File: src/rtl/waveform_neg_sampler.sv
// waveform_neg_sampler: negedge slot counter with sample and index capture
module waveform_neg_sampler (
  input  logic       clk,
  input  logic       rst,
  input  logic [2:0] sig_in,
  output logic [2:0] neg_samp,
  output logic [2:0] neg_idx
);
  logic [2:0] neg_cnt;
  // Capture each negedge sample together with the slot it belongs to.
  always_ff @(negedge clk) begin
    if (rst) begin
      neg_cnt  <= '0;
      neg_samp <= '0;
      neg_idx  <= '0;
    end else begin
      neg_cnt  <= neg_cnt + 3'd1;
      neg_samp <= sig_in;
      neg_idx  <= neg_cnt;
    end
  end
endmodule

File: config.mk
export PLATFORM = sky130hd
export DESIGN_NAME = waveform_neg_sampler
export DESIGN_NICKNAME = d
export VERILOG_FILES = /design/src/rtl/waveform_neg_sampler.sv
export SDC_FILE = /design/constraint.sdc
export NUM_CORES = 1
export LEC_CHECK = 0
export BUFFER_PORTS_ARGS = -buffer_cell sky130_fd_sc_hd__buf_2
export CAP_MARGIN = 20
export CORE_AREA = 2 2 39 41
export DETAILED_ROUTE_END_ITERATION = 12
export DIE_AREA = 0 0 41 43
export HOLD_SLACK_MARGIN = 0.1
export SLEW_MARGIN = 25
export SYNTH_ARGS = -nofsm -noshare
export SYNTH_HDL_FRONTEND = slang
export SYNTH_SLANG_ARGS = --single-unit
File: constraint.sdc
create_clock -name clk -period 2.2 [get_ports clk]
set_input_delay 0.22 -clock clk [delete_from_list [all_inputs] [get_ports clk]]
set_output_delay 0.22 -clock clk [all_outputs]
set_load 0.02 [all_outputs]
== Word level (Yosys, flattened, before mapping) ==
Cells that the tools add are included.
Cells by class
  add/subtract/negate cells: 1
Operators by type and width (number)
  $add A3 B1 Y3 const B: 1
Storage, ports and cells
  bits of input ports: 5
  register bits after elaboration: 9
  output and inout bits: 6

== Logic depth before layout (Yosys ltp) ==
Gate-level depths: netlist (run 1).
  depth in word-level cells: 1
  depth in mapped cells: 3
  depth with buffers taken out: 3

==> metrics.md, run 1 <==
| Metric | Value |
|---|---|
| Status | completed |
| Slew Viols, Final | 0 |
| Most frequent cells in the layout | inv_1 (10), buf_2 (10), dfxtp_1 (9) |
| Pwr dens | 999 nW/um2 |
| Ports | 11 |
| Setup Buffers After CTS | 0 |
| Synth unique cells | 6 |
| Post-synthesis mux area share | 0 |
| Worst vdd ir | around 0.17 mV |
| Syn Area/Cell | 12.2 um2 |
| Die area | between 1500 and 2000 um2 |
| Post-synthesis simple-gate area fraction | 0.200 |
| Post-synthesis instance area | ~260 um2 |
| Largest family of logic cells by synthesized area | simple AND/OR/NAND/NOR gates |
| Worst EP required | approximately 2.0 ns |
| Syn Inst Count | 21 |
| Clock transition at the registers of the reported paths | 0.03 ns |
| Max-cap viol count | 0 |
| Register bit total from synthesis | 9 |
| Clock tree root buffer cell | clkbuf_4 |
| TritonCTS Buffers | 3 |
| RSZ-0062 raised after global routing | no |
| Cell Chain, Critical Path | buf_2 |
| GPL Wtd Cong | roughly 0.53 |
| CP top delay family | flip-flops |
| Worst Setup End Kind | output pin |
| Layout area overhead | 49.3% |
| FP Rows | 14 |
| Vias in the first global route | ~240 |
| CTS tree | yes |
| Pin count of the biggest net entering global routing | 10 |
| CTS Buffer Depth | 2 |
| Synth Area in Adders | 0.0488 |
| Initial antenna violation count | 0 |
| Port Buf Inserts | 10 |
| Core ar. | about 1400 um2 |
| Syn nets | 27 |
| Cell taking the most area after synthesis | dfxtp_1 |
| Worst-path fanout max | 1 |
| Finished Core Util | 0.277 |
| Routed Antenna Nets | 0 |
| Die height | 43 um |
| Detailed Place HPWL | 266 um |
| Drt total wl | around 400 um |
| Total number of vias | between 200 and 250 |
| Worst stage delay on the critical path | about 0.29 ns |
| Synth Warn # | 0 |
| Hold-fix buffers, CTS | 0 |
| GRT overflow | 0 |
| Post-synthesis sequential area ratio | 0.702 |
| CP arrival | about 1.9 ns |
| Gr usage total | 0.0713 |
| Final Hold Viols | 0 |
| Fin nets | 50 |
| Synth top area share | 0.702 |
| Leakage | 0.217 nW |
| DR pass1 iterations | 1 |
| Initial Util | 0.185 |
| Via-per-instance ratio | roughly 3.5 |
| Slew HR | 0.899 |
| WP buf/inv | 1 |
| Clock latency on the worst-skew pair | between 0.3 and 0.4 ns |
| Synth Area in XOR/XNOR | 0.0341 |
| Worst Skew | just under 0.004 ns |
| Average wire per standard cell | between 6 and 7 um |
| CTS HTree Levels | 1 |
| DRC violations left | 0 |
| Tightest Hold Check Type | reg -> reg |
| # setup viols final | 0 |
| Antenna cells | 0 |
| Drt initial violations | 0 |
| Startpoint types | flop |
| Layout cells sized above 1 | 0.302 |
| Clk sinks | 9 |
| First-pass GRT wire length | about 720 um |
| Worst Tran Pin Value | about 0.15 ns |
| Crit-path slowest cell | dfxtp_1 |
| Setup tns final | 0 ns |
| PostCTS Resize Cnt | 0 |
| Compound-gate portion of the synthesized area | 0 |
| Die X | roughly 41 um |
| Critical path class | reg -> out |
| Synth area leaders | dfxtp_1 (70%), nor2b_1 (17%), ha_1 (4.9%) |
## state kept, by name, summed over array words and instances, names as in the netlist
register,count
neg_cnt,3
neg_samp,3
neg_idx,3
## cell families after synthesis
logic type                 count (synthesis)
xor gates and xnor gates                   1
buffers and inverters                      1
adders and majority gates                  1
DFF                                        9
and+or+nand+nor                            9
## Yosys cell counts, drive strengths merged
library cell	instances
nor2b	7
nor2	2
inv	1
ha	1
dfxtp	9
xnor2	1
## routing by layer
metal / up-vias / share of wire / track usage
met1: 90 / 0.38 / 0.0386
li1: 107 / - / -
met2: 7 / 0.47 / 0.0844
met4: 0 / 0.029 / 0.113
met5: - / 0 / 0
met3: 2 / 0.12 / 0.0785
## layout make-up
type / instances / area, um2
flip-flops and latches: 9 / 180
multi-input cells: 11 / 72.6
well taps: 16 / 20.0
repair buffers: 10 / 50.0
clock inverters: 10 / 37.5
clock buffers: 3 / 22.5
fillers: 162 / 1000
## through the flow
| stage | instances | cell area (um2) | hold slack (ns) | total power, W | setup WS, ns |
|---|---|---|---|---|---|
| after floorplan | 21 | 256 | 0.398 | 0.000225 | 0.485 |
| after global placement | 47 | 327 | 0.416 | 0.000236 | 0.446 |
| after global routing | 59 | 383 | 0.440 | 0.000424 | 0.0560 |
| final | 59 | 383 | 0.424 | 0.000383 | 0.125 |
| after detailed placement | 47 | 327 | 0.423 | 0.000237 | 0.444 |
| after CTS | 59 | 383 | 0.429 | 0.000399 | 0.102 |
## final timing paths
path	depth (start not counted)	startpoint	endpoint	slack (ns)
hold / removal	1	neg_cnt[0]$_SDFF_NP0_	neg_cnt[0]$_SDFF_NP0_	0.42
setup reg to reg	3	neg_cnt[0]$_SDFF_NP0_	neg_cnt[2]$_SDFF_NP0_	1.36
hold reg to reg	1	neg_cnt[0]$_SDFF_NP0_	neg_cnt[0]$_SDFF_NP0_	0.42
setup / recovery	1	neg_samp[0]$_SDFF_NP0_	neg_samp[0]	0.13
## where the power goes
group	internal, W	leakage [nW]	switching (W)
logic	0.0000131	0.0753	0.0000148
registers	0.000175	0.0744	0.00000346
clock network	0.0000867	0.0671	0.0000897
No activity file was read; power rests on OpenSTA's default activity.
==> inputs of run 2 (changes only) <==
--- a/config.mk
+++ b/config.mk
@@ -7,10 +7,13 @@
 export LEC_CHECK = 0
 export BUFFER_PORTS_ARGS = -buffer_cell sky130_fd_sc_hd__buf_2
 export CAP_MARGIN = 20
+export CELL_PAD_IN_SITES_DETAIL_PLACEMENT = 1
+export CELL_PAD_IN_SITES_GLOBAL_PLACEMENT = 1
 export CORE_AREA = 2 2 39 41
 export DETAILED_ROUTE_END_ITERATION = 12
 export DIE_AREA = 0 0 41 43
-export HOLD_SLACK_MARGIN = 0.1
+export HOLD_SLACK_MARGIN = 0.06
+export PLACE_DENSITY_LB_ADDON = 0.1
 export SLEW_MARGIN = 25
 export SYNTH_ARGS = -nofsm -noshare
 export SYNTH_HDL_FRONTEND = slang
==> run 2 against run 1 <==
Highest routed layer unchanged. Utilization is the same. Count of clock-buffer cells in the layout is the same. First-iteration DRC count is the same. Wire length grew 8.8%. Die area is the same. Cell area is the same. Clock power grew 3%. Largest cell class unchanged. Total power grew 1.5%. Final cell count is the same.
==> metrics.md, run 2 (synthesis results as in run 1) <==
| Metric | Value |
|---|---|
| Status | completed |
| Drt total wl | 446 um (+8.8%) |
| Drt initial violations | 0 (unchanged) |
| Area of placed instances | 327 um2 (unchanged) |
| Critical Path End | neg_samp[2] |
| Die area | 1760 um2 (unchanged) |
| Crit. path cell count | 1 (unchanged) |
| Fin nets | 50 (unchanged) |
| Cell Chain, Critical Path | buf_2 |
| Clock latency on the worst-skew pair | 0.32 ns (about the same) |
| Layout cells sized above 1 | 0.302 (unchanged) |
| Initial antenna violation count | 0 (unchanged) |
| Die X | 41 um (unchanged) |
| Pwr dens | 1010 nW/um2 (+1.5%) |
| Sw Share | 0.292 (+0.0103) |
| Critical Path Source | neg_samp[2]$_SDFF_NP0_ |
| GPL Wtd Cong | 0.610 (+16%) |
| Pin count of the biggest net entering global routing | 10 (unchanged) |
| RSZ-0062 raised after global routing | no |
| Cell Count, Final, Fillers Out | 59 (unchanged) |
| Slew Viols, Final | 0 (unchanged) |
| Post-Place Cells | 47 (unchanged) |
| Largest regs | neg_cnt x3, neg_idx x3, neg_samp x3 |
| Final Power | 0.000388 W (+1.5%) |
| Gr usage total | 0.0696 (-0.00166) |
| Worst-path fanout max | 1 (unchanged) |
| WP buf/inv | 1 (unchanged) |
| Hold-fix buffers, CTS | 0 (unchanged) |
| Clock tree root buffer cell | clkbuf_4 |
| Via-per-instance ratio | 3.58 (+2.4%) |
| Tightest Hold Check Type | reg -> reg |
| Port Buf Inserts | 10 (unchanged) |
| Internal | 0.000275 W (about the same) |
| Seq pwr share | 0.459 (-0.007) |
| Worst Setup End Kind | output pin |
| Post-route cell area | 383 um2 (unchanged) |
| Max-cap viol count | 0 (unchanged) |
| P_sw | 0.000114 W (+5.2%) |
| Worst R2R Start | neg_cnt[0]$_SDFF_NP0_ |
| CP arrival | 1.88 ns (+0.03 ns) |
| Leakage | 0.217 nW (unchanged) |
| # setup viols final | 0 (unchanged) |
| PostCTS Resize Cnt | 0 (unchanged) |
| Clock transition at the registers of the reported paths | 0.03 ns (about the same) |
| Clock power frac | 0.468 (+0.007) |
| Total number of vias | 211 (+2.4%) |
| CTS HTree Levels | 1 (unchanged) |
| Worst stage delay on the critical path | 0.30 ns (about the same) |
| FP Rows | 14 (unchanged) |
| GRT overflow | 0 (unchanged) |
| Core ar. | 1380 um2 (unchanged) |
| Vias in the first global route | 228 (-5.4%) |
| Hold_ws | 0.420 ns (-0.00411 ns) |
| Worst EP required | 1.98 ns (about the same) |
| Ports | 11 (unchanged) |
| Fill cell count | 177 (+9.3%) |
| Antenna cells | 0 (unchanged) |
| Routed Antenna Nets | 0 (unchanged) |
| Setup Buffers After CTS | 0 (unchanged) |
| Register-to-Register Path Depth | 2 (-1) |
| CTS Buffer Depth | 2 (unchanged) |
| Gate power share | 0.072 (about the same) |
| Critical path class | reg -> out |
| TritonCTS Buffers | 3 (unchanged) |
| CTS tree | yes |
| Reg-to-Reg End | neg_cnt[1]$_SDFF_NP0_ |
| Initial Util | 0.185 (unchanged) |
| DRC violations left | 0 (unchanged) |
| Clk sinks | 9 (unchanged) |
| Setup tns final | 0 ns (unchanged) |
| First-pass GRT wire length | 738 um (+1.9%) |
| CP top delay family | flip-flops |
| Average wire per standard cell | 7.56 um (+8.8%) |
| Final Hold Viols | 0 (unchanged) |
| Worst Skew | 0.00552 ns (+0.00159 ns) |
| Slew HR | 0.899 (about the same) |
| Worst Tran Pin Value | 0.151 ns (-0.000952 ns) |
| Startpoint types | flop |
| Worst vdd ir | 0.263 mV (+50%) |
| Reg2Reg Setup Slack | 1.38 ns (+0.02 ns) |
| Crit-path slowest cell | dfxtp_1 |
| Layout area overhead | 49.3% (unchanged) |
| DR pass1 iterations | 1 (unchanged) |
| Most frequent cells in the layout | inv_1 (10), buf_2 (10), dfxtp_1 (9) |
| Die height | 43 um (unchanged) |
run 2: cell counts in the layout (fill, tap and decap cells not counted):
No cell type changed its count.
run 2: power groups by stage:
stage / registers (W) / logic, W / clock network, W
after floorplan: 0.000188 / 0.00000929 / 0.0000280
after global placement: 0.000180 / 0.0000281 / 0.0000280
after detailed placement: 0.000181 / 0.0000288 / 0.0000280
after CTS: 0.000178 / 0.0000290 / 0.000199
after global routing: 0.000179 / 0.0000322 / 0.000214
final: 0.000178 / 0.0000281 / 0.000182
run 2: area by class of cell:
cell class,instances,area [um2],area share
sequential,9,180,0.471
timing repair buffer,10,50.0,0.131
multi-input combinational,11,72.6,0.190
clock inverter,10,37.5,0.0980
tap,16,20.0,0.0523
clock buffer,3,22.5,0.0588
run 2: how the worst min path moves through the flow:
stage	to	startpoint	slack, ns	cells past startpoint
floorplan	neg_cnt[0]$_SDFF_NP0_	neg_cnt[0]$_SDFF_NP0_	0.40	1
global placement	neg_cnt[0]$_SDFF_NP0_	neg_cnt[0]$_SDFF_NP0_	0.42	1
detailed placement	neg_cnt[0]$_SDFF_NP0_	neg_cnt[0]$_SDFF_NP0_	0.42	1
CTS	neg_cnt[0]$_SDFF_NP0_	neg_cnt[0]$_SDFF_NP0_	0.43	1
global route	neg_cnt[0]$_SDFF_NP0_	neg_cnt[0]$_SDFF_NP0_	0.47	1
finish	neg_cnt[0]$_SDFF_NP0_	neg_cnt[0]$_SDFF_NP0_	0.42	1
run 2: per-stage QoR:
stage               utilization  worst slack [ns]
global route              0.277            0.0572
detailed placement        0.236             0.426
floorplan                     -             0.485
finish                    0.277             0.104
CTS                       0.277            0.0762
global placement          0.236             0.445
run 2: routing by layer:
layer	track usage	up-vias	wire length, um
li1	-	107	-
met1	0.0392	94	148
met2	0.0938	8	241
met3	0.0628	2	39
met4	0.100	0	17
met5	0	-	0
